## src/rtl/unidade_despacho_if.sv

```systemverilog
// rtl/unidade_despacho_if.sv - queue and reservation-station signals of the dispatch unit
interface unidade_despacho_if #(
    parameter int NUM_ER_R = 3,
    parameter int NUM_ER_I = 2
);
    logic [15:0]         Instrucao;
    logic                Empty;
    logic                Flush;
    logic [NUM_ER_R-1:0] ER_R_Busy;
    logic [NUM_ER_I-1:0] ER_I_Busy;
    logic                Pop;
    logic [NUM_ER_R-1:0] ER_R_Wr;
    logic [NUM_ER_I-1:0] ER_I_Wr;
    logic [15:0]         Instr_Out;
    logic [2:0]          Tag;
    logic                Ocupado;

    modport master (
        input  Instrucao, Empty, Flush, ER_R_Busy, ER_I_Busy,
        output Pop, ER_R_Wr, ER_I_Wr, Instr_Out, Tag, Ocupado
    );

    modport slave (
        output Instrucao, Empty, Flush, ER_R_Busy, ER_I_Busy,
        input  Pop, ER_R_Wr, ER_I_Wr, Instr_Out, Tag, Ocupado
    );
endinterface

```

## src/rtl/unidade_despacho.sv

```systemverilog
// rtl/unidade_despacho.sv - pops the instruction queue and writes each instruction into a free reservation station
// Optional DESPACHO_CONTADORES_EN adds Emitidas/Descartadas/Stalls event counters.
module unidade_despacho #(
    parameter int NUM_ER_R = 3,
    parameter int NUM_ER_I = 2
) (
    input  logic               Clock,
    input  logic               Reset_n,
    unidade_despacho_if.master bus
`ifdef DESPACHO_CONTADORES_EN
    ,
    output logic [7:0]         Emitidas,
    output logic [7:0]         Descartadas,
    output logic [7:0]         Stalls
`endif
);
    localparam logic [2:0]  OP_ADD = 3'd2;
    localparam logic [2:0]  OP_SUB = 3'd3;
    localparam logic [2:0]  OP_LD  = 3'd4;
    localparam logic [2:0]  OP_ST  = 3'd5;
    localparam logic [15:0] SLOT_VAZIO = 16'h0005;

    typedef enum logic [1:0] {
        OCIOSO = 2'd0,
        BUSCA  = 2'd1,
        EMITE  = 2'd2
    } estado_t;

    estado_t             estado_q, estado_d;
    logic                pop_q, pop_d;
    logic [NUM_ER_R-1:0] wr_r_q, wr_r_d, sel_r;
    logic [NUM_ER_I-1:0] wr_i_q, wr_i_d, sel_i;
    logic [15:0]         instr_q, instr_d;
    logic [2:0]          tag_q, tag_d, tag_r, tag_i;
    logic                livre_r, livre_i, op_r, op_i;

    assign op_r = (instr_q[15:13] == OP_ADD) || (instr_q[15:13] == OP_SUB);
    assign op_i = (instr_q[15:13] == OP_LD)  || (instr_q[15:13] == OP_ST);

    // Descending scan so the lowest free index is the one left standing.
    always_comb begin
        sel_r   = '0;
        tag_r   = '0;
        livre_r = 1'b0;
        for (int i = NUM_ER_R - 1; i >= 0; i--) begin
            if (!bus.ER_R_Busy[i]) begin
                sel_r    = '0;
                sel_r[i] = 1'b1;
                tag_r    = 3'(i + 1);
                livre_r  = 1'b1;
            end
        end
        sel_i   = '0;
        tag_i   = '0;
        livre_i = 1'b0;
        for (int j = NUM_ER_I - 1; j >= 0; j--) begin
            if (!bus.ER_I_Busy[j]) begin
                sel_i    = '0;
                sel_i[j] = 1'b1;
                tag_i    = 3'(NUM_ER_R + j + 1);
                livre_i  = 1'b1;
            end
        end
    end

    always_comb begin
        estado_d = estado_q;
        pop_d    = 1'b0;
        wr_r_d   = '0;
        wr_i_d   = '0;
        tag_d    = '0;
        instr_d  = instr_q;
        if (bus.Flush) begin
            estado_d = OCIOSO;
        end else begin
            case (estado_q)
                OCIOSO: begin
                    if (!bus.Empty) begin
                        pop_d    = 1'b1;
                        estado_d = BUSCA;
                    end
                end
                BUSCA: begin
                    instr_d  = bus.Instrucao;
                    estado_d = EMITE;
                end
                EMITE: begin
                    // With no free station of the needed class we simply stay here.
                    if (op_r) begin
                        if (livre_r) begin
                            wr_r_d   = sel_r;
                            tag_d    = tag_r;
                            estado_d = OCIOSO;
                        end
                    end else if (op_i) begin
                        if (livre_i) begin
                            wr_i_d   = sel_i;
                            tag_d    = tag_i;
                            estado_d = OCIOSO;
                        end
                    end else begin
                        estado_d = OCIOSO;
                    end
                end
                default: estado_d = OCIOSO;
            endcase
        end
    end

    always_ff @(posedge Clock or negedge Reset_n) begin
        if (!Reset_n) begin
            estado_q <= OCIOSO;
            pop_q    <= 1'b0;
            wr_r_q   <= '0;
            wr_i_q   <= '0;
            instr_q  <= SLOT_VAZIO;
            tag_q    <= '0;
        end else begin
            estado_q <= estado_d;
            pop_q    <= pop_d;
            wr_r_q   <= wr_r_d;
            wr_i_q   <= wr_i_d;
            instr_q  <= instr_d;
            tag_q    <= tag_d;
        end
    end

    assign bus.Pop       = pop_q;
    assign bus.ER_R_Wr   = wr_r_q;
    assign bus.ER_I_Wr   = wr_i_q;
    assign bus.Instr_Out = instr_q;
    assign bus.Tag       = tag_q;
    assign bus.Ocupado   = (estado_q != OCIOSO);

`ifdef DESPACHO_CONTADORES_EN
    logic       emite, descarta, para;
    logic [7:0] emitidas_q, emitidas_d, descartadas_q, descartadas_d, stalls_q, stalls_d;

    assign emite    = (|wr_r_d) || (|wr_i_d);
    assign descarta = !bus.Flush && (estado_q == EMITE) && !op_r && !op_i;
    assign para     = !bus.Flush && (estado_q == EMITE) &&
                      ((op_r && !livre_r) || (op_i && !livre_i));

    always_comb begin
        emitidas_d    = emite    ? 8'(emitidas_q + 8'd1)    : emitidas_q;
        descartadas_d = descarta ? 8'(descartadas_q + 8'd1) : descartadas_q;
        stalls_d      = para     ? 8'(stalls_q + 8'd1)      : stalls_q;
    end

    always_ff @(posedge Clock or negedge Reset_n) begin
        if (!Reset_n) begin
            emitidas_q    <= '0;
            descartadas_q <= '0;
            stalls_q      <= '0;
        end else begin
            emitidas_q    <= emitidas_d;
            descartadas_q <= descartadas_d;
            stalls_q      <= stalls_d;
        end
    end

    assign Emitidas    = emitidas_q;
    assign Descartadas = descartadas_q;
    assign Stalls      = stalls_q;
`endif
endmodule

```

## src/flat_wrapper.sv

```systemverilog
// flat-port wrapper written by rule: the top's interface ports become plain ports
module unidade_despacho_flat 
#(
    parameter int NUM_ER_R = 3,
    parameter int NUM_ER_I = 2
)
  (Clock, Reset_n, bus_Instrucao, bus_Empty, bus_Flush, bus_ER_R_Busy, bus_ER_I_Busy, bus_Pop, bus_ER_R_Wr, bus_ER_I_Wr, bus_Instr_Out, bus_Tag, bus_Ocupado);
  unidade_despacho_if #(.NUM_ER_R(NUM_ER_R), .NUM_ER_I(NUM_ER_I)) bus_i ();
  input  logic Clock;
  input  logic Reset_n;
  input wire logic [$bits(bus_i.Instrucao)-1:0] bus_Instrucao;
  input wire logic [$bits(bus_i.Empty)-1:0] bus_Empty;
  input wire logic [$bits(bus_i.Flush)-1:0] bus_Flush;
  input wire logic [$bits(bus_i.ER_R_Busy)-1:0] bus_ER_R_Busy;
  input wire logic [$bits(bus_i.ER_I_Busy)-1:0] bus_ER_I_Busy;
  output wire logic [$bits(bus_i.Pop)-1:0] bus_Pop;
  output wire logic [$bits(bus_i.ER_R_Wr)-1:0] bus_ER_R_Wr;
  output wire logic [$bits(bus_i.ER_I_Wr)-1:0] bus_ER_I_Wr;
  output wire logic [$bits(bus_i.Instr_Out)-1:0] bus_Instr_Out;
  output wire logic [$bits(bus_i.Tag)-1:0] bus_Tag;
  output wire logic [$bits(bus_i.Ocupado)-1:0] bus_Ocupado;
  assign bus_i.Instrucao = bus_Instrucao;
  assign bus_i.Empty = bus_Empty;
  assign bus_i.Flush = bus_Flush;
  assign bus_i.ER_R_Busy = bus_ER_R_Busy;
  assign bus_i.ER_I_Busy = bus_ER_I_Busy;
  assign bus_Pop = bus_i.Pop;
  assign bus_ER_R_Wr = bus_i.ER_R_Wr;
  assign bus_ER_I_Wr = bus_i.ER_I_Wr;
  assign bus_Instr_Out = bus_i.Instr_Out;
  assign bus_Tag = bus_i.Tag;
  assign bus_Ocupado = bus_i.Ocupado;
  unidade_despacho #(.NUM_ER_R(NUM_ER_R), .NUM_ER_I(NUM_ER_I)) u_core (.Clock(Clock), .Reset_n(Reset_n), .bus(bus_i));
endmodule
```

## config.mk

```make
export PLATFORM = sky130hd
export DESIGN_NAME = unidade_despacho_flat
export DESIGN_NICKNAME = d
export VERILOG_FILES = /design/src/rtl/unidade_despacho_if.sv /design/src/rtl/unidade_despacho.sv /design/src/flat_wrapper.sv
export SDC_FILE = /design/constraint.sdc
export NUM_CORES = 1
export LEC_CHECK = 0
export ABC_AREA = 1
export ABC_CLOCK_PERIOD_IN_PS = 1100
export CAP_MARGIN = 20
export CORE_UTILIZATION = 40
export CTS_BUF_LIST = sky130_fd_sc_hd__clkbuf_16
export CTS_CLUSTER_DIAMETER = 40
export DETAILED_ROUTE_END_ITERATION = 10
export PLACE_DENSITY = 0.78
export REMOVE_ABC_BUFFERS = 1
export SYNTH_ARGS = -nofsm -noshare
export SYNTH_HDL_FRONTEND = slang
export SYNTH_SLANG_ARGS = --single-unit
export TNS_END_PERCENT = 1
```

## constraint.sdc

```tcl
create_clock -name Clock -period 1.1 [get_ports Clock]
set_input_delay 0.11 -clock Clock [delete_from_list [all_inputs] [get_ports Clock]]
set_output_delay 0.11 -clock Clock [all_outputs]
set_load 0.05 [all_outputs]
```

Yosys cells after proc, flatten, opt, wreduce, memory -nomap -nowiden
Index checks and enable logic that the tools add are counted.

Output and inout port bits: 26. Register bits: 27. Input port bits: 25.

Muxes and demuxes: 40. Equality and inequality tests: 9. Bitwise logic cells: 1. Reductions and logical operators: 6.

Operators with widths (number): $mux W3 (14); $mux W2 (17); $mux W1 (8); $eq A3 B2 Y1 const B (2); $eq A3 B3 Y1 const B (2); $pmux W2 S3 (1); $ne A5 B3 Y1 const B (1); $ne A4 B3 Y1 const B (1); $ne A3 B3 Y1 const B (1); $reduce_and A3 Y1 (1); $eq A2 B1 Y1 const B (1); $eq A2 B2 Y1 const B (1); $logic_not A2 Y1 (1); $logic_or A1 B1 Y1 (2); $reduce_and A2 Y1 (1); $reduce_bool A2 Y1 (1); $not A1 Y1 (1).

Longest topological paths before layout
Gate-level depths: netlist of the first run.

Depth in word-level cells: 7. Gate-level depth with buffers: 6. Gate-level depth less buffers: 5.

Worst setup path before layout of the first run
No wires, ideal clock.

Path type: reg-to-reg. Start: register u_core.instr_q[15] (netlist: u_core.bus.Instr_Out[15]). End: register u_core.tag_q[0] (netlist: u_core.bus.Tag[0]). Cell stages (with the launch flop): 6. Slack: -0.033 ns. Clock period less this slack: 1.133 ns. Arrival time: 1.014 ns. Path through: dfrtp_1 -> inv_1 -> nand2_1 -> inv_1 -> nand3_1 -> nand2_1.

Longest elaborated chain between the ends: 6.

Ends and longest elaborated chain: start: declaration (RTL line unidade_despacho.sv:33) `logic [15:0] instr_q, instr_d;`; start signal: assignment (RTL line unidade_despacho.sv:123) `instr_q <= instr_d;`; $eq A3 B3 Y1 (RTL line unidade_despacho.sv:38) `assign op_i = (instr_q[15:13] == OP_LD) || (instr_q[15:13] == OP_ST);`; $logic_or A1 B1 Y1 (RTL line unidade_despacho.sv:38); $mux W3 (RTL line unidade_despacho.sv:95) `end else if (op_i) begin`; $mux W3 * (RTL line unidade_despacho.sv:89) `if (op_r) begin`; $mux W3 * (RTL line unidade_despacho.sv:76) `case (estado_q)`; $mux W3 * (RTL line unidade_despacho.sv:73) `if (bus.Flush) begin`; via u_core.tag_d[0] (RTL line unidade_despacho.sv:34) `logic [2:0] tag_q, tag_d, tag_r, tag_i;`; end signal: assignment (RTL line unidade_despacho.sv:124) `tag_q <= tag_d;`; end: declaration (RTL line unidade_despacho.sv:34).

Mark *: on every way through the listed nets, which the timed path passes. The rest lies on a longest branch. A chain may end at the register's enable or synchronous reset.

Worst setup path in the final report of the first run
Start: register u_core.estado_q[1]. End: register u_core.instr_q[15] (netlist: u_core.bus.Instr_Out[15]).

Longest elaborated chain between the ends: 2.

Ends and longest elaborated chain: start: declaration (RTL line unidade_despacho.sv:29) `estado_t estado_q, estado_d;`; start signal: assignment (RTL line unidade_despacho.sv:119) `estado_q <= estado_d;`; $eq A2 B1 Y1 (RTL line unidade_despacho.sv:76); $reduce_and A2 Y1 (no source line).

Every way passes these cells.

==> impl_metrics.toml, run 1 <==
[worst_setup_path]
crit_fanout = 9
slowest_delay_ns = 0.40
endpoint_kind = "flop"
cp_slowest_cell = "dfrtp_1"
cp_data_arrival_time_ns = 1.27
cp.required_ns = 1.25
path_common_cell = "buf_6"
critPathKind = "flop to flop"
start_kind = "flop"
crit_chain = "buf_6, nor2_4, buf_6, nand2_8, o21a_1"

[layout]
area_growth_pct = 88.8
layout-drive-gt1-share_pct = 27.1
stdcell_count = 207
fill_cells = 145
layout_commonest_cell = "nand2_1"
fin_util_pct = 81.7
mostFrequentLayoutCells = "nand2_1, buf_12, dfrtp_1"
layout.nets = 203
n_antenna_cell = 0

[floorplan]
dieHeight_um = 54.3
die_area_sq_um = 2940
dieWidth_um = 54.3
rows = 18
start_util_pct = 43.3
core_sq_um = 2520
io_pins = 51

[timing]
finalSetupViolCount = 5
period_needed_ns = 1.12
finalHoldViolations = 0
worstMarginPinSlew_ns = 0.226
setup_slack_ns = -0.0224
clock.fmax_mhz = 891
rsz0062_at_grt = "yes"
finalCritPeriodShare_pct = 102
maxSlewHeadroom_pct = 84.9
finalMaxSlewViolations = 0
clock_skew_ns = 0.00398
tns_ns = -0.0504

[detailed_routing]
vias = 1021
wl_met2_mm = 1.54
drt-total-wl_mm = 2.90
drtIter0Drc = 18
drc = 0
wl_met1_mm = 1.11
antenna_left = 0
dr_wl_met3_um = 242
vias_per_cell = 4.93
drt-pass1-iter-count = 4
wl_per_cell_um = 14.0
top_layer = "met3"

[global_route]
grt_use_total_pct = 20.2
antenna_found_initial = 0
grt_max_degree = 28
grt_pass1_wl_mm = 4.21
overflow = 0
grt_pass1_vias = 973

[clocking]
cts_sinks = 27
cts_tree = "done"
clockBufferDepth = 2
clk_pin_slew_worst_paths_ns = 0.07
cts_max_level = 1
cts_buffers = 3
cts_root_buf = "clkbuf_16"
clkLatencyLatePin_ns = 0.26

[placed_design]
dpl_worst_slack_ns = -0.0632
dp.cells = 199
place_congestion = 0.712
port_buffers = 50
hpwl_mm = 1.94

[flow_run]
drv_cap = 0

[logic_synthesis]
yosysSeqAreaShare_pct = 62.1
netlist.area_leader.share_pct = 57.3
synthCells = 118
synth-seq-cells = 27
yosysUniqueCellTypes = 15
syn_area_per_cell_sq_um = 9.26
synth_top_cells_by_area = "dfrtp_1, nand2_1, nand3_1"
yosys.area.top_type = "dfrtp_1"
yosysWarnings = 0
syn_area_sq_um = 1090

[pwr]
vdd_drop_max_uv = 1410
powerDensity_nw_per_um2 = 1750
p_leak_nw = 1.02
power.total_mw = 3.61

[min_path]
worstHoldPathType = "input port to asynchronous set/reset pin"

[status]
status = "complete, but fails checks"
failed_checks = "setup timing"
## logic make-up after synthesis
| group | Yosys count | synth area share, % |
|---|---|---|
| AO/OA/AOI/OAI | 1 | 0.688 |
| buffers and inverters | 13 | 5.61 |
| flip-flops | 27 | 62.1 |
| AND/OR/NAND/NOR | 77 | 31.6 |
## state kept, by name, indices dropped and copies added (netlist names)
signal                cells
u_core.bus.Instr_Out     16
u_core.estado_q           2
u_core.bus.Tag            3
u_core.bus.ER_I_Wr        2
u_core.bus.Pop            1
u_core.bus.ER_R_Wr        3
## report_power, final
part,switching [mW],internal (mW)
Sequential,0.173,1.15
Combinational,0.766,0.710
Clock,0.324,0.490
## per-stage QoR
step	instance area [sq um]	hold WS, ns
2_1_floorplan	1070	-0.186
3_3_place_gp	1920	0.477
3_5_place_dp	1920	0.483
4_1_cts	2010	0.232
5_1_grt	2060	0.239
6_report	2060	0.224
## final timing paths
kind                                         start                  endpoint  slack, ns  cells past startpoint
hold / removal                             Reset_n         u_core.bus.Tag[2]       0.22                      2
setup reg to reg                u_core.estado_q[1]  u_core.bus.Instr_Out[15]      -0.02                      5
setup / recovery                u_core.estado_q[1]  u_core.bus.Instr_Out[15]      -0.02                      5
max in group asynchronous                  Reset_n   u_core.bus.Instr_Out[2]       0.64                      2
min in group Clock                bus_Instrucao[2]   u_core.bus.Instr_Out[2]       0.38                      3
hold reg to reg            u_core.bus.Instr_Out[0]   u_core.bus.Instr_Out[0]       0.50                      2
## routing by layer
layer / GRT usage [%] / vias up
met5: 0 / -
li1: - / 487
met1: 23.1 / 485
met2: 37.0 / 49
met4: 4.70 / 0
met3: 5.83 / 0
## cell type report
class	instances	area, sq um	area share (%)
sequential	27	678	32.9
tap	30	37.5	1.82
inverter	10	37.5	1.82
timing repair buffer	57	853	41.4
multi-input combinational	79	375	18.2
clock inverter	1	5.00	0.243
clock buffer	3	75.1	3.64
## worst max-delay path: cells and delay by family (launching register included)
family | cells | cell delay, ns
AOI/OAI and AO/OA | 1 | 0.17
buffers and inverters | 2 | 0.27
DFF | 1 | 0.40
and+or+nand+nor | 2 | 0.16
## synth_stat cells
library cell	instances
nand2_1	41
dfrtp_1	25
nand3_1	20
nor2_1	10
inv_1	8
dfstp_2	2
inv_2	2
nor2_4	2
nor3_1	2
buf_2	1
buf_4	1
buf_6	1
nand2_4	1
nand3_2	1
o21a_1	1
## timing repair
action | in CTS | in global routing
hold buffers | 0 | 0
cloned | 0 | 1
setup buffers | 1 | 2
resized for setup | 2 | 5
pin swaps | 1 | 5
endpoints found under the setup margin | 1 | 21
No activity file was read; power rests on OpenSTA's default activity.
==> run 2: changes to the inputs <==
--- a/config.mk
+++ b/config.mk
@@ -7,11 +7,11 @@
 export LEC_CHECK = 0
 export ABC_AREA = 1
 export ABC_CLOCK_PERIOD_IN_PS = 1100
-export CAP_MARGIN = 20
 export CORE_UTILIZATION = 40
 export CTS_BUF_LIST = sky130_fd_sc_hd__clkbuf_16
 export CTS_CLUSTER_DIAMETER = 40
 export DETAILED_ROUTE_END_ITERATION = 10
+export GPL_TIMING_DRIVEN = 0
 export PLACE_DENSITY = 0.78
 export REMOVE_ABC_BUFFERS = 1
 export SYNTH_ARGS = -nofsm -noshare
==> impl_metrics.toml, run 2 (synthesis gave the netlist of run 1 again) <==
[worst_setup_path]
cp_data_arrival_time_ns = 1.01
slowest_delay_ns = 0.42
r2r_end = "u_core.bus.Instr_Out[15]"
critPathKind = "flop to primary output"
endpoint_kind = "primary output"
start_kind = "flop"
rr_startpoint = "u_core.estado_q[1]"
ff2ff_setup_slack_ns = 0.09
crit_chain = "nor2_1, inv_1, buf_6"
rr_worst_depth = 3
cp_slowest_cell = "dfrtp_1"
crit_fanout = 3
cp.required_ns = 0.99

[detailed_routing]
drt-pass1-iter-count = 4
vias = 959
dr_wl_met3_um = 206
wl_met1_um = 971
drt-total-wl_mm = 2.37
vias_per_cell = 4.77
antenna_left = 0
wl_met2_mm = 1.19
drtIter0Drc = 8
drc = 0
top_layer = "met3"
wl_per_cell_um = 11.8

[floorplan]
dieHeight_um = 54.3
rows = 18
dieWidth_um = 54.3
io_pins = 51
core_sq_um = 2520
die_area_sq_um = 2940
start_util_pct = 43.3

[timing]
period_needed_ns = 1.12
tns_ns = -0.0208
worstMarginPinSlew_ns = 0.643
holdWs_ns = 0.339
finalCritPeriodShare_pct = 102
finalMaxSlewViolations = 0
clock.fmax_mhz = 892
rsz0062_at_grt = "yes"
finalSetupViolCount = 1
maxSlewHeadroom_pct = 57.1
finalHoldViolations = 0
setup_slack_ns = -0.0208
clock_skew_ns = 0.00185

[global_route]
overflow = 0
grt_max_degree = 28
grt_use_total_pct = 18.6
grt_pass1_vias = 946
antenna_found_initial = 0
grt_pass1_wl_mm = 3.93

[min_path]
min_path_cells = 2
holdPathEnd = "u_core.bus.Pop"
min-delay-start = "bus_Flush"
worstHoldPathType = "input port to flop"

[layout]
layout.nets = 197
mostFrequentLayoutCells = "nand2_1, dfrtp_1, clkdlybuf4s50_1"
layout_commonest_cell = "nand2_1"
layout-drive-gt1-share_pct = 22.8
area_growth_pct = 51.0
largest_reg_flops = 16
n_antenna_cell = 0

[clocking]
cts_root_buf = "clkbuf_16"
cts_max_level = 1
cts_sinks = 27
clockBufferDepth = 2
cts_tree = "done"
clkLatencyLatePin_ns = 0.25
cts_buffers = 3
clk_pin_slew_worst_paths_ns = 0.06

[placed_design]
port_buffers = 50
hpwl_mm = 1.74
place_congestion = 0.711
dpl_worst_slack_ns = -0.437

[pwr]
p_leak_nw = 0.868
powerDensity_nw_per_um2 = 1840
power.total_mw = 3.04
vdd_drop_max_uv = 1330

[status]
status = "complete, but fails checks"
failed_checks = "setup timing"

[flow_run]
drv_cap = 0
run 2: changes by cell type in the layout (fill, tap and decap cells not counted), moves of 2 or more:
cell             delta
buf_12             -28
buf_2              +12
clkdlybuf4s15_2     +9
clkbuf_2            +2
clkdlybuf4s50_1     -2
inv_1               +2
inv_2               -2
run 2: how the worst max path moves through the flow:
stage | startpoint | endpoint | slack (ns) | cells past startpoint
6_report | u_core.estado_q[1] | bus_Ocupado | -0.02 | 3
5_1_grt | u_core.estado_q[1] | bus_Ocupado | -0.07 | 3
4_1_cts | u_core.bus.Instr_Out[1] | bus_Instr_Out[1] | -0.13 | 1
3_5_place_dp | Reset_n | u_core.bus.Instr_Out[3] | -0.44 | 1
3_3_place_gp | Reset_n | u_core.bus.Instr_Out[8] | -0.42 | 1
2_1_floorplan | u_core.bus.Instr_Out[15] | u_core.bus.Tag[0] | -0.03 | 5
run 2: cell type report:
| type | instances | area, sq um |
|---|---|---|
| clock inverters | 1 | 3.75 |
| fillers | 220 | 873 |
| flip-flops and latches | 27 | 678 |
| clock buffers | 3 | 75.1 |
| repair buffers | 52 | 462 |
| multi-input cells | 78 | 353 |
| inverters | 10 | 40.0 |
| well taps | 30 | 37.5 |
run 2: power by group:
part	switching (mW)	internal (mW)	total (mW)	leakage (nW)
logic	0.735	0.279	1.01	0.480
clock network	0.310	0.485	0.796	0.0423
registers	0.0811	1.15	1.23	0.346
run 2: what timing repair did:
action	in CTS	in global routing
pin swaps	1	0
hold endpoints to repair	0	25
buffers inserted	1	0
endpoints found under the setup margin	68	39
gates resized for setup	98	22
hold buffers	0	1
run 2: per-layer routing:
layer	track usage (%)	vias to the layer above
met5	0	-
met4	4.27	0
met3	4.72	0
met2	35.0	39
met1	20.9	448
li1	-	472
run 2: worst max-delay path: cells and delay by family (launching register included):
family                 cells  cell delay [ns]
and+or+nand+nor            1             0.11
buffers and inverters      2             0.23
DFF                        1             0.42
run 2: per-stage QoR:
step	instance area, sq um	utilization, %	instances
finish	1650	65.4	201
global route	1650	65.4	201
CTS	1690	67.1	200
detailed placement	1610	63.7	195
global placement	1610	63.7	195
floorplan	1070	-	115
==> run 3: changes to the inputs <==
--- a/config.mk
+++ b/config.mk
@@ -7,12 +7,12 @@
 export LEC_CHECK = 0
 export ABC_AREA = 1
 export ABC_CLOCK_PERIOD_IN_PS = 1100
-export CORE_UTILIZATION = 40
+export CORE_UTILIZATION = 37
 export CTS_BUF_LIST = sky130_fd_sc_hd__clkbuf_16
 export CTS_CLUSTER_DIAMETER = 40
 export DETAILED_ROUTE_END_ITERATION = 10
+export DONT_BUFFER_PORTS = 1
 export GPL_TIMING_DRIVEN = 0
-export PLACE_DENSITY = 0.78
 export REMOVE_ABC_BUFFERS = 1
 export SYNTH_ARGS = -nofsm -noshare
 export SYNTH_HDL_FRONTEND = slang
==> impl_metrics.toml, run 3 (synthesis gave the netlist of run 1 again) <==
[status]
status = "finished clean"

[layout]
layout.nets = 163
area_growth_pct = 26.5
fin_util_pct = 49.7
layout-drive-gt1-share_pct = 14.6
largest_reg_flops = 16
final_cell_area_sq_um = 1380
mostFrequentLayoutCells = "nand2_1, dfrtp_1, nand3_1"
n_antenna_cell = 0
layout_commonest_cell = "nand2_1"
stdcell_count = 168

[timing]
period_needed_ns = 1.06
clock.fmax_mhz = 940
finalHoldViolations = 0
setup_slack_ns = 0.0357
maxSlewHeadroom_pct = 67.2
clock_skew_ns = 0.00242
finalSetupViolCount = 0
finalMaxSlewViolations = 0
tns_ns = 0
holdWs_ns = 0.00404
worstMarginPinSlew_ns = 0.492
rsz0062_at_grt = "yes"
finalCritPeriodShare_pct = 96.8

[detailed_routing]
dr_wl_met3_um = 218
vias = 837
wl_met1_um = 787
drtIter0Drc = 24
wl_met2_mm = 1.15
drt-total-wl_mm = 2.15
wl_per_cell_um = 12.8
drc = 0
vias_per_cell = 4.98
drt-pass1-iter-count = 5
top_layer = "met3"
antenna_left = 0

[clocking]
clkLatencyLatePin_ns = 0.25
cts_max_level = 1
cts_sinks = 27
clockBufferDepth = 2
cts_buffers = 3
cts_root_buf = "clkbuf_16"
clk_pin_slew_worst_paths_ns = 0.06
cts_tree = "done"

[floorplan]
rows = 19
dieHeight_um = 56.3
io_pins = 51
core_sq_um = 2780
start_util_pct = 39.3
dieWidth_um = 56.3
die_area_sq_um = 3170

[global_route]
grt_max_degree = 28
grt_use_total_pct = 15.5
overflow = 0
antenna_found_initial = 0
grt_pass1_wl_mm = 3.76
grt_pass1_vias = 860

[worst_setup_path]
endpoint_kind = "primary output"
cp.depth = 0
cp-startpoint = "u_core.bus.Instr_Out[2]"
start_kind = "flop"
critPathKind = "flop to primary output"
cp_data_arrival_time_ns = 0.95
rr_startpoint = "u_core.bus.Instr_Out[15]"
crit_fanout = 2
cp.required_ns = 0.99
rr_worst_depth = 5

[placed_design]
port_buffers = 0
hpwl_mm = 1.40
placed_cell_area_sq_um = 1110
place_congestion = 0.768
dp.cells = 146
dpl_worst_slack_ns = -0.225

[pwr]
power.total_mw = 2.83
powerDensity_nw_per_um2 = 2050
p_leak_nw = 0.723
vdd_drop_max_uv = 1320

[flow_run]
drv_cap = 0

[min_path]
min-delay-start = "bus_Instrucao[13]"
worstHoldPathType = "input port to flop"
min_path_cells = 2
==> run 3: per-layer routing <==
metal  global-route usage [%]  vias to the layer above
met3                     7.14                        0
met5                        0                        -
met1                     16.0                      389
li1                         -                      404
met2                     29.1                       44
met4                     2.09                        0
==> run 3: layout make-up <==
type | count | area [sq um]
fill | 247 | 1400
timing repair buffer | 18 | 188
inverter | 10 | 37.5
clock buffer | 3 | 75.1
clock inverter | 1 | 3.75
sequential | 27 | 681
multi-input combinational | 78 | 358
tap | 31 | 38.8
==> run 3: where the power goes <==
part	switching, mW	internal, mW
Combinational	0.176	0.126
Sequential	0.599	1.14
Clock	0.298	0.485
Total	1.07	1.75
==> run 3: what timing repair did <==
item	4_1_cts	5_1_grt
endpoints found under the hold margin	44	0
setup endpoints to repair	26	9
buffers inserted	1	0
gates resized for setup	4	3
hold buffers	17	0
pin swaps	1	0
==> run 3: path summary, 6_finish.rpt <==
| path | to | slack, ns |
|---|---|---|
| worst max-delay path | bus_Instr_Out[2] | 0.04 |
| worst min-delay path | u_core.bus.Instr_Out[13] | 0.004 |
| worst max register to register | u_core.bus.Tag[1] | 0.04 |
| worst min register to register | u_core.bus.Instr_Out[0] | 0.60 |
| max in group asynchronous | u_core.bus.Instr_Out[0] | 0.58 |
| min in group asynchronous | u_core.bus.ER_R_Wr[2] | 0.29 |
